<file path="config.mk">
export PLATFORM = sky130hd
export DESIGN_NAME = tick_gen
export DESIGN_NICKNAME = d
export VERILOG_FILES = /design/src/rtl/tick_gen_pkg.sv /design/src/rtl/tick_gen_ch.sv /design/src/rtl/tick_gen.sv
export SDC_FILE = /design/constraint.sdc
export NUM_CORES = 1
export LEC_CHECK = 0
export CORE_MARGIN = 5
export CORE_UTILIZATION = 54
export CTS_CLUSTER_DIAMETER = 60
export DETAILED_ROUTE_END_ITERATION = 12
export PLACE_DENSITY = 0.77
export SLEW_MARGIN = 20
export SYNTH_ARGS = -nofsm -noshare
export SYNTH_HDL_FRONTEND = slang
export SYNTH_SLANG_ARGS = --single-unit
</file>
<file path="constraint.sdc">
create_clock -name clk -period 2.1 [get_ports clk]
set_clock_uncertainty 0.1 [all_clocks]
set_input_delay 0.315 -clock clk [delete_from_list [all_inputs] [get_ports clk]]
set_output_delay 0.315 -clock clk [all_outputs]
set_load 0.005 [all_outputs]
</file>
<file path="src/rtl/tick_gen_pkg.sv">
// rtl/tick_gen_pkg.sv - channel state type and default constants for tick_gen
package tick_gen_pkg;

    typedef enum logic [1:0] {
        IDLE  = 2'd0,
        COUNT = 2'd1,
        DONE  = 2'd2
    } ch_state_e;

    localparam int DEF_NUM_CH     = 4;
    localparam int DEF_CNT_W      = 8;
    localparam int DEF_PERIOD     = 14;
    localparam int DEF_PRESCALE_W = 8;

    // Channel-select width; a single-channel build still gets a 1-bit port.
    function automatic int ch_idx_w(input int n);
        return (n > 1) ? $clog2(n) : 1;
    endfunction

endpackage

</file>
<file path="src/rtl/tick_gen_ch.sv">
// rtl/tick_gen_ch.sv - one tick channel: run/one-shot FSM, down-counter, period register
module tick_gen_ch
    import tick_gen_pkg::*;
#(
    parameter int CNT_W          = DEF_CNT_W,
    parameter int DEFAULT_PERIOD = DEF_PERIOD
) (
    input  logic             clk,
    input  logic             reset_n,
    input  logic             run,
    input  logic             oneshot,
    input  logic             strobe,
    input  logic             wr_hit,
    input  logic [CNT_W-1:0] wr_period,
    output logic             tick,
    output logic             done,
    output logic             busy
);

    ch_state_e        state_q, state_d;
    logic [CNT_W-1:0] count_q, count_d;
    logic [CNT_W-1:0] period_q, period_d;
    logic             mode_q, mode_d;
    logic             tick_q, tick_d;
    logic             done_q, done_d;
    logic             busy_q, busy_d;

    always_comb begin
        // A write landing on a reload cycle is picked up by that reload.
        period_d = wr_hit ? wr_period : period_q;
        state_d  = state_q;
        count_d  = count_q;
        mode_d   = mode_q;
        tick_d   = 1'b0;
        case (state_q)
            IDLE: begin
                count_d = period_q;
                if (run) begin
                    state_d = COUNT;
                    count_d = period_d;
                    mode_d  = oneshot;
                end
            end
            COUNT: begin
                if (!run) begin
                    state_d = IDLE;
                    count_d = period_d;
                end else if (strobe) begin
                    if (count_q == '0) begin
                        tick_d  = 1'b1;
                        count_d = period_d;
                        if (mode_q) begin
                            state_d = DONE;
                        end
                    end else begin
                        count_d = count_q - 1'b1;
                    end
                end
            end
            DONE: begin
                if (!run) begin
                    state_d = IDLE;
                end
            end
            default: state_d = IDLE;
        endcase
        done_d = (state_d == DONE);
        busy_d = (state_d == COUNT);
    end

    always_ff @(posedge clk or negedge reset_n) begin
        if (!reset_n) begin
            state_q  <= IDLE;
            count_q  <= CNT_W'(DEFAULT_PERIOD);
            period_q <= CNT_W'(DEFAULT_PERIOD);
            mode_q   <= 1'b0;
            tick_q   <= 1'b0;
            done_q   <= 1'b0;
            busy_q   <= 1'b0;
        end else begin
            state_q  <= state_d;
            count_q  <= count_d;
            period_q <= period_d;
            mode_q   <= mode_d;
            tick_q   <= tick_d;
            done_q   <= done_d;
            busy_q   <= busy_d;
        end
    end

    assign tick = tick_q;
    assign done = done_q;
    assign busy = busy_q;

endmodule

</file>
<file path="src/rtl/tick_gen.sv">
// rtl/tick_gen.sv - multi-channel periodic/one-shot tick generator; optional TICK_GEN_PRESCALE_EN prescaler
module tick_gen
    import tick_gen_pkg::*;
#(
    parameter int NUM_CH         = DEF_NUM_CH,
    parameter int CNT_W          = DEF_CNT_W,
    parameter int DEFAULT_PERIOD = DEF_PERIOD,
    parameter int PRESCALE_W     = DEF_PRESCALE_W
) (
    input  logic                          clk,
    input  logic                          reset_n,
    input  logic [NUM_CH-1:0]             run,
    input  logic [NUM_CH-1:0]             oneshot,
    input  logic                          wr_en,
    input  logic [ch_idx_w(NUM_CH)-1:0]   wr_ch,
    input  logic [CNT_W-1:0]              wr_period,
`ifdef TICK_GEN_PRESCALE_EN
    input  logic [PRESCALE_W-1:0]         prescale_div,
`endif
    output logic [NUM_CH-1:0]             tick,
    output logic [NUM_CH-1:0]             done,
    output logic [NUM_CH-1:0]             busy
);

    logic              strobe;
    logic [NUM_CH-1:0] wr_hit;

`ifdef TICK_GEN_PRESCALE_EN
    logic [PRESCALE_W-1:0] presc_q, presc_d;

    always_comb begin
        presc_d = (presc_q == '0) ? prescale_div : presc_q - 1'b1;
    end

    always_ff @(posedge clk or negedge reset_n) begin
        if (!reset_n) begin
            presc_q <= prescale_div;
        end else begin
            presc_q <= presc_d;
        end
    end

    assign strobe = (presc_q == '0);
`else
    // Without the prescaler every clock is a count cycle.
    assign strobe = (PRESCALE_W > 0);
`endif

    // Out-of-range channel numbers match no channel and are dropped.
    always_comb begin
        for (int i = 0; i < NUM_CH; i++) begin
            wr_hit[i] = wr_en && (int'(wr_ch) == i);
        end
    end

    for (genvar i = 0; i < NUM_CH; i++) begin : g_ch
        tick_gen_ch #(
            .CNT_W          (CNT_W),
            .DEFAULT_PERIOD (DEFAULT_PERIOD)
        ) u_ch (
            .clk       (clk),
            .reset_n   (reset_n),
            .run       (run[i]),
            .oneshot   (oneshot[i]),
            .strobe    (strobe),
            .wr_hit    (wr_hit[i]),
            .wr_period (wr_period),
            .tick      (tick[i]),
            .done      (done[i]),
            .busy      (busy[i])
        );
    end

endmodule
</file>
==> impl_metrics.ini <==
[power_and_ir_drop]
p_clk_frac = 0.250
combPwrFrac = 0.282
switchingPower_mw = 1.613
ir_worst_vdd_uv = 342.0
p_leak_nw = 2.635
cellPowerDensity_nw_per_um2 = 830.5
sequentialPowerShare = 0.468
internal_power_mw = 3.334
switching_share = 0.3261

[routing]
dr.first_iter.drc_count = 152
vias = 3989
avgViaCountPerCell = 6.072
first_pass_iters = 4
route.detailed.drc = 0
wl_mm = 11.72
routedWlPerCell_um = 17.84
ant_nets = 0

[clocking]
cts_made_buffers = 9
clk_path_buf_depth = 2
clock_sinks = 88
cts_max_level = 3
cts_tree = done
clkTransAtPathRegs_ns = 0.09
insertion_delay_ns = 0.37
root_buffer = clkbuf_8

[setup_path]
max_stage_delay_ns = 0.44
path_max_fanout = 6
timing.rr.end = g_ch[0].u_ch.count_q[4]
cp.required_ns = 2.23
worstPathArrival_ns = 2.22
crit_path_end_kind = flip-flop
critPathLaunchType = flip-flop
r2r_cells = 7
crit_type = reg2reg
slowest_stage = or3b_4
crit_family = simple AND/OR/NAND/NOR gates
r2r_slack_ns = 0.02
crit-reg2reg-launch = g_ch[0].u_ch.count_q[0]
crit_chain = inv_2, ha_1, or3b_4, o21ai_4, buf_4, mux2i_1, o221ai_1
crit_buf_inv = 2

[finish]
final_util = 0.6540
drive_above_1_share = 0.2656
fill_cells = 712
area_growth_pct = 19.89
antennaDiodeCount = 0
seq_area_um2 = 2232
multi_input_area_um2 = 2506
final_nets = 566
postLayoutCellArea_um2 = 5957

[place]
gp_congestion = 0.7990
post-place-ws_ns = -0.1720
io_buffers = 32
hpwl_mm = 8.231
place_area_um2 = 5644

[logic_synthesis]
async_reset_ff_frac = 1.000
synth.top_cell.area_share = 0.3223
synth_nets = 501
synth-seq-area-share = 0.4493
synth_edf_count = 0
synth_area_leaders = dfrtp_1 32%, dfstp_2 13%, mux2i_1 8.3%
post_synth_num_cell_types = 61
yosysMostFrequentCell = dfrtp_1
synth_top_cell_by_area = dfrtp_1
synth_ff_type = dfrtp_1
netlist_top_cells_count = 64 x dfrtp_1, 41 x mux2i_1, 29 x a21oi_1
synth.yosys.warnings = 0
synthCells = 476
avgSynthCellArea_um2 = 10.44
syn-cell-area_um2 = 4969
ys_ff_latch = 88

[grt]
antenna_found_initial = 0
grt_pass1_vias = 3986
gr-total-overflow = 0
grt_pass1_wl_mm = 19.67
grt_max_degree = 89
grtUsageTotal = 0.2176

[die]
die-area_um2 = 11220
io_pins = 33
die_h_um = 105.9
std_cell_rows = 35
fp.dieW_um = 105.9
core_area_um2 = 9109
start_util = 0.5455

[sta]
max_slew_margin = 0.6587
rsz0062_at_grt = yes
hold_viol_final = 0
finalMaxSlewViolations = 0
fin_setup_tns_ns = 0
worst_pin_slew_ns = 0.5119
timing.fmax_mhz = 480.6
finalSetupViolations = 0
period_needed_ns = 2.081
setup_ws_ns = 0.01943
finalCritPeriodShare = 0.9907
whs_ns = 0.3897

[run_status]
status = finished clean

[worst_hold_path]
hold_path_class = in2async

[job]
drv_cap = 0
## final cells by class
| class | instances | area share |
|---|---|---|
| clock inverters | 6 | 0.01134 |
| multi-input cells | 326 | 0.4207 |
| well taps | 111 | 0.02331 |
| inverters | 29 | 0.01827 |
| clock buffers | 10 | 0.02310 |
| repair buffers | 87 | 0.1285 |
| flip-flops and latches | 88 | 0.3747 |
## worst max path at each step
| stage | end | depth (start not counted) | slack (ns) | startpoint |
|---|---|---|---|---|
| 6_report | g_ch[0].u_ch.count_q[4] | 7 | 0.02 | g_ch[0].u_ch.count_q[0] |
| 5_1_grt | g_ch[0].u_ch.count_q[0] | 7 | -0.05 | g_ch[0].u_ch.count_q[0] |
| 4_1_cts | g_ch[3].u_ch.count_q[6] | 7 | 0.0001 | g_ch[3].u_ch.count_q[0] |
| 3_5_place_dp | g_ch[0].u_ch.count_q[1] | 6 | -0.17 | wr_en |
| 3_3_place_gp | g_ch[0].u_ch.count_q[1] | 6 | -0.1 | wr_en |
| 2_1_floorplan | g_ch[2].u_ch.count_q[7] | 5 | 0.0007 | g_ch[2].u_ch.count_q[3] |
## layer usage
| metal | part of all wire | global-route usage | wire (um) | vias to the layer above |
|---|---|---|---|---|
| met2 | 0.50 | 0.3679 | 5856 | 89 |
| met4 | 0.025 | 0.09621 | 288 | 0 |
| met3 | 0.036 | 0.03157 | 420 | 22 |
| met1 | 0.44 | 0.2783 | 5157 | 1978 |
| li1 | - | - | - | 1900 |
| met5 | 0 | 0 | 0 | - |
## sequential cells by signal, summed over array words and instances, names as in the netlist
register,flops
g_ch.u_ch.busy,4
g_ch.u_ch.tick,4
g_ch.u_ch.mode_q,4
g_ch.u_ch.count_q,32
g_ch.u_ch.period_q,32
g_ch.u_ch.state_q,8
g_ch.u_ch.done,4
## metrics by stage
stage / cells / power, mW
floorplan: 476 / 3.179
global placement: 634 / 3.567
detailed placement: 634 / 3.650
CTS: 651 / 4.894
global route: 657 / 5.225
finish: 657 / 4.947
## placed cells by master (no fill, tap or decap), types with 4 or more instances in the layout
cell / count
a21o_1: 5
a21oi_1: 28
a221o_1: 8
a311oi_1: 5
a31oi_1: 6
buf_4: 51
clkbuf_8: 10
clkdlybuf4s50_1: 31
dfrtp_1: 64
dfstp_2: 24
inv_1: 26
mux2_2: 24
mux2i_1: 40
nand2_1: 16
nand2b_1: 10
nand3_1: 9
nor2_1: 18
nor2b_1: 6
nor3_1: 9
nor3b_1: 4
nor4_1: 4
o211ai_1: 4
o21a_1: 5
o21ai_0: 27
o221ai_1: 12
or2_2: 4
or3_1: 4
or4_1: 6
xnor2_1: 4
xor2_1: 6
## power by group through the flow
stage               logic (mW)  clock network [mW]  registers, mW
detailed placement        1.32                   0           2.33
floorplan                0.919                   0           2.26
global placement          1.26                   0           2.31
CTS                       1.34                1.25           2.30
global route              1.54                1.33           2.36
finish                    1.39                1.24           2.32
## cell families after synthesis
logic type               share of synthesized area
XOR/XNOR                                   0.01763
buffers and inverters                      0.05792
flip-flops                                  0.4493
adder cells (fa/ha/maj)                    0.01007
AO/OA/AOI/OAI                               0.1942
AND/OR/NAND/NOR                             0.1340
multiplexers                                0.1370
## worst register-to-register path, stage by stage, from the launching register on
cell and delay (ns):
dfrtp_1 0.41, inv_2 0.09, ha_1 0.17, or3b_4 0.44, o21ai_4 0.25, buf_4 0.17, mux2i_1 0.20, o221ai_1 0.13
## timing repair
| item | CTS | global route |
|---|---|---|
| endpoints found under the setup margin | 9 | 19 |
| buffers inserted | 0 | 6 |
| endpoints found under the hold margin | 64 | 0 |
| pin swaps | 2 | 3 |
| hold buffers | 1 | 0 |
| resized for setup | 3 | 11 |
Note: power is estimated with default switching activity, not from simulation.
